**src/rtl/alu_arbiter.sv**
```systemverilog
// alu_arbiter: round-robin sharing of one external ALU between two requesters
module alu_arbiter #(
  parameter int ALU_WAIT = 1
) (
  input  logic       clk,
  input  logic       resetn,
  input  logic       req0,
  input  logic       req1,
  input  logic [3:0] a0,
  input  logic [3:0] b0,
  input  logic [3:0] a1,
  input  logic [3:0] b1,
  input  logic [2:0] op0,
  input  logic [2:0] op1,
  output logic       gnt0,
  output logic       gnt1,
  output logic       done0,
  output logic       done1,
  output logic       err,
  output logic [7:0] result,
  output logic       busy,
  output logic [7:0] op_count,
  output logic [3:0] alu_a,
  output logic [3:0] alu_b,
  output logic [2:0] alu_op,
  input  logic [7:0] alu_result
);
  typedef enum logic {IDLE, EXEC} state_t;
  state_t state, state_n;
  logic rr, id, any, win, illegal;
  logic [2:0] win_op;
  logic [3:0] cnt;
  assign any = req0 | req1;
  assign win = (req0 & req1) ? rr : req1;
  assign win_op = win ? op1 : op0;
  assign illegal = win_op[2] & win_op[1];
  assign busy = state == EXEC;
  always_comb begin
    state_n = state;
    state_n = (state == IDLE) ? ((any && !illegal) ? EXEC : IDLE) : ((cnt == 4'd0) ? IDLE : EXEC);
  end
  always_ff @(posedge clk or negedge resetn) begin
    if (!resetn) begin
      state <= IDLE;
      {gnt0, gnt1, done0, done1, err, rr, id} <= '0;
      result <= '0;
      op_count <= '0;
      alu_a <= '0;
      alu_b <= '0;
      alu_op <= '0;
      cnt <= '0;
    end else begin
      state <= state_n;
      {gnt0, gnt1, done0, done1, err} <= '0;
      if (state == IDLE && any) begin
        alu_a <= win ? a1 : a0;
        alu_b <= win ? b1 : b0;
        alu_op <= win_op;
        id <= win;
        rr <= ~win;
        gnt0 <= ~win;
        gnt1 <= win;
        // illegal opcodes complete in the grant cycle without touching the ALU
        if (illegal) begin
          done0 <= ~win;
          done1 <= win;
          err <= 1'b1;
          result <= '0;
          op_count <= op_count + 8'd1;
        end else begin
          cnt <= 4'(ALU_WAIT - 1);
        end
      end else if (state == EXEC) begin
        if (cnt != 4'd0) begin
          cnt <= cnt - 4'd1;
        end else begin
          result <= alu_result;
          done0 <= ~id;
          done1 <= id;
          op_count <= op_count + 8'd1;
        end
      end
    end
  end
endmodule

```
**config.mk**
```make
export PLATFORM = sky130hd
export DESIGN_NAME = alu_arbiter
export DESIGN_NICKNAME = d
export VERILOG_FILES = /design/src/rtl/alu_arbiter.sv
export SDC_FILE = /design/constraint.sdc
export NUM_CORES = 1
export LEC_CHECK = 0
export BUFFER_PORTS_ARGS = -buffer_cell sky130_fd_sc_hd__buf_2
export CAP_MARGIN = 20
export CORE_AREA = 2 2 66 68
export CTS_CLUSTER_SIZE = 28
export DETAILED_ROUTE_END_ITERATION = 12
export DIE_AREA = 0 0 68 70
export GPL_TIMING_DRIVEN = 0
export HOLD_SLACK_MARGIN = 0.12
export PLACE_DENSITY_LB_ADDON = 0.1
export SETUP_SLACK_MARGIN = 0.2
export SYNTH_ARGS = -nofsm -noshare
export SYNTH_HDL_FRONTEND = slang
export SYNTH_SLANG_ARGS = --single-unit
```
**constraint.sdc**
```tcl
create_clock -name clk -period 1.7 [get_ports clk]
set_input_delay 0.34 -clock clk [delete_from_list [all_inputs] [get_ports clk]]
set_output_delay 0.34 -clock clk [all_outputs]
set_load 0.01 [all_outputs]
```
==> results_dict.tcl <==
set metrics [dict create \
    fin_crit_ns 1.83 \
    gp_congestion 0.743 \
    postSynthAreaPerCell_um2 10.9 \
    final_common_cell "buf_2" \
    mostFrequentLayoutCells "buf_2 (67), dfrtp_1 (38), nand2_1 (24)" \
    htree_levels 2 \
    ios 67 \
    cts_buffer_depth 2 \
    drt_iter0_markers 73 \
    timing.final.ws_setup_ns -0.127 \
    ys_seq_area_share_pct 57.6 \
    ys_ff_latch 39 \
    track_usage_pct 19.2 \
    ys_warn_count 0 \
    ant_nets 0 \
    crit_path_max_fanout 4 \
    crit_path_start_kind "flop" \
    wire_per_inst_um 15.3 \
    grt_max_degree 40 \
    clkSlewWorstSetupHoldPaths_ns 0.07 \
    nets 288 \
    relSlewSlack_pct 42.6 \
    peakVddDrop_uv 621 \
    cp_slowest_cell "or4_4" \
    critPathRequiredTime_ns 1.88 \
    clock_skew_ns 0.00997 \
    hold_violations 0 \
    drive_above_1_share_pct 52.0 \
    status "complete, but fails checks" \
    n_fill_cell 344 \
    cap_violations 0 \
    rsz0062_at_grt "true" \
    core_mm2 0.00414 \
    p_leak_uw 0.00133 \
    synth_edf_count 0 \
    critPathMaxStageDelay_ns 0.51 \
    ys_top_cells_by_area "dfrtp_1 (58%), nand2_1 (5.3%), a32oi_1 (4.6%)" \
    dpl.cell_count 273 \
    cts_buffers 5 \
    powerDensity_mw_per_mm2 1300 \
    synth_cell_types 34 \
    worst_pin_slew_ns 0.860 \
    insertion_delay_ns 0.29 \
    rows 24 \
    yosys.area.top_type "dfrtp_1" \
    drv_slew 0 \
    antenna_found_initial 0 \
    grt_pass1_vias 1562 \
    timing.reg2reg.setup_slack_ns -0.13 \
    cp-end-kind "flop" \
    violations "negative setup slack" \
    fin_crit_sh_pct 107 \
    tritoncts "done" \
    crit_chain "inv_2 -> ha_4 -> nor3b_4 -> nand2b_4 -> o21ai_4 -> or4_4 -> xnor2_2" \
    fin_cells 304 \
    final-setup-viol-count 11 \
    cp.arrival_ns 2.00 \
    via_per_inst 5.11 \
    gr-total-overflow 0 \
    die_x_um 68 \
    die_area_mm2 0.00476 \
    worstSetupPathType "reg -> reg" \
    hpwlAfterDp_mm 2.88 \
    drt-total-wl_mm 4.66 \
    first_pass_iters 4 \
    min_path_type "in -> async" \
    synth-async-reset-ratio_pct 100 \
    syn_nets 192 \
    ys.flop_type "dfrtp_1" \
    fmax_mhz 547 \
    initial_utilization_pct 40.9 \
    vias 1552 \
    tns_ns -0.561 \
    die_y_um 70 \
    grt_pass1_wl_mm 7.00 \
    cts_hold_buffers 0 \
    syn_to_final_growth_pct 52.6 \
    synth_top_area_share_pct 57.6 \
    port_buffers 66 \
    cts_num_sinks 39 \
    synth_area_mm2 0.00170 \
    n_antenna_cell 0 \
    drc 0 \
    fin_util_pct 62.4 \
    syn_inst 155 \
    root_buffer "clkbuf_8" \
]
## state kept, by name, summed over array words and instances, names as in the netlist
register,count
alu_a,4
alu_b,4
alu_op,3
busy,1
cnt,4
done0,1
done1,1
err,1
gnt0,1
gnt1,1
id,1
op_count,8
result,8
rr,1
## layout make-up
type	instances	area, µm²	share of cell area (%)
clock inverters	2	60.1	2.32
plain buffers	7	55.1	2.13
inverters	12	45.0	1.74
well taps	52	65.1	2.51
flip-flops and latches	39	977	37.8
clock buffers	6	72.6	2.80
repair buffers	89	537	20.7
multi-input cells	97	776	30.0
## per-stage QoR
stage	setup WS (ns)	power [µW]	hold WS [ns]	cell area, µm²
after floorplan	-0.0800	1840	0.0444	1730
after global placement	-0.172	2190	0.448	2130
after detailed placement	-0.195	2240	0.451	2130
after CTS	-0.0935	3230	0.186	2380
after global routing	-0.209	3570	0.231	2590
final	-0.127	3370	0.156	2590
## cells by family (layout without fill, tap and decap cells)
group,Yosys count,in the layout,synth area share [%]
and+or+nand+nor,47,47,12.7
DFF,39,39,57.6
AOI/OAI and AO/OA,38,38,17.9
buffers and inverters,19,116,4.28
xor gates and xnor gates,7,7,4.06
adders and majority gates,3,3,2.21
muxes,2,2,1.25
## metal layers
layer,vias to the layer above,share of wire (%),GRT usage [%]
li1,731,-,-
met2,52,52,31.4
met3,9,4.7,4.51
met4,0,1.2,9.11
met1,760,42,23.2
met5,-,0,0
## cell usage after synthesis (all sizes together), types with 2 or more instances
library cell  count
nor2b             2
nand3             3
nor4              2
a32oi             9
xor2              4
a22o              8
nor2             10
inv              12
a21oi             2
nand2            24
ha                3
clkbuf            6
o21ai            10
dfrtp            39
a21o              2
xnor2             3
o22ai             2
## final timing paths
| check | cells past startpoint | to | start |
|---|---|---|---|
| max in group asynchronous | 1 | busy | resetn |
| max | 7 | op_count[6] | cnt[0] |
| max reg2reg | 7 | op_count[6] | cnt[0] |
| min reg2reg | 2 | alu_b[0] | alu_b[0] |
| min in group clk | 3 | alu_a[0] | a0[0] |
| min | 1 | op_count[6] | resetn |
## critical path, delay by kind of cell, from the launching register on
kind	cells	cell delay [ns]
and+or+nand+nor	3	0.90
DFF	1	0.39
xor gates and xnor gates	1	0.15
adders and majority gates	1	0.12
buffers and inverters	1	0.08
AOI/OAI and AO/OA	1	0.08
## where the power goes
part | internal [µW] | leakage [µW] | switching, µW
Sequential | 1160 | 0.000486 | 179
Combinational | 520 | 0.000782 | 602
Clock | 587 | 0.0000654 | 320
Total | 2270 | 0.00133 | 1100
## timing repair
| item | CTS | global route |
|---|---|---|
| buffers inserted | 9 | 11 |
| setup endpoints to repair | 35 | 33 |
| pin swaps | 6 | 6 |
| resized for setup | 19 | 34 |
| cloned | 0 | 3 |
Power figures use the tool's default switching activity.
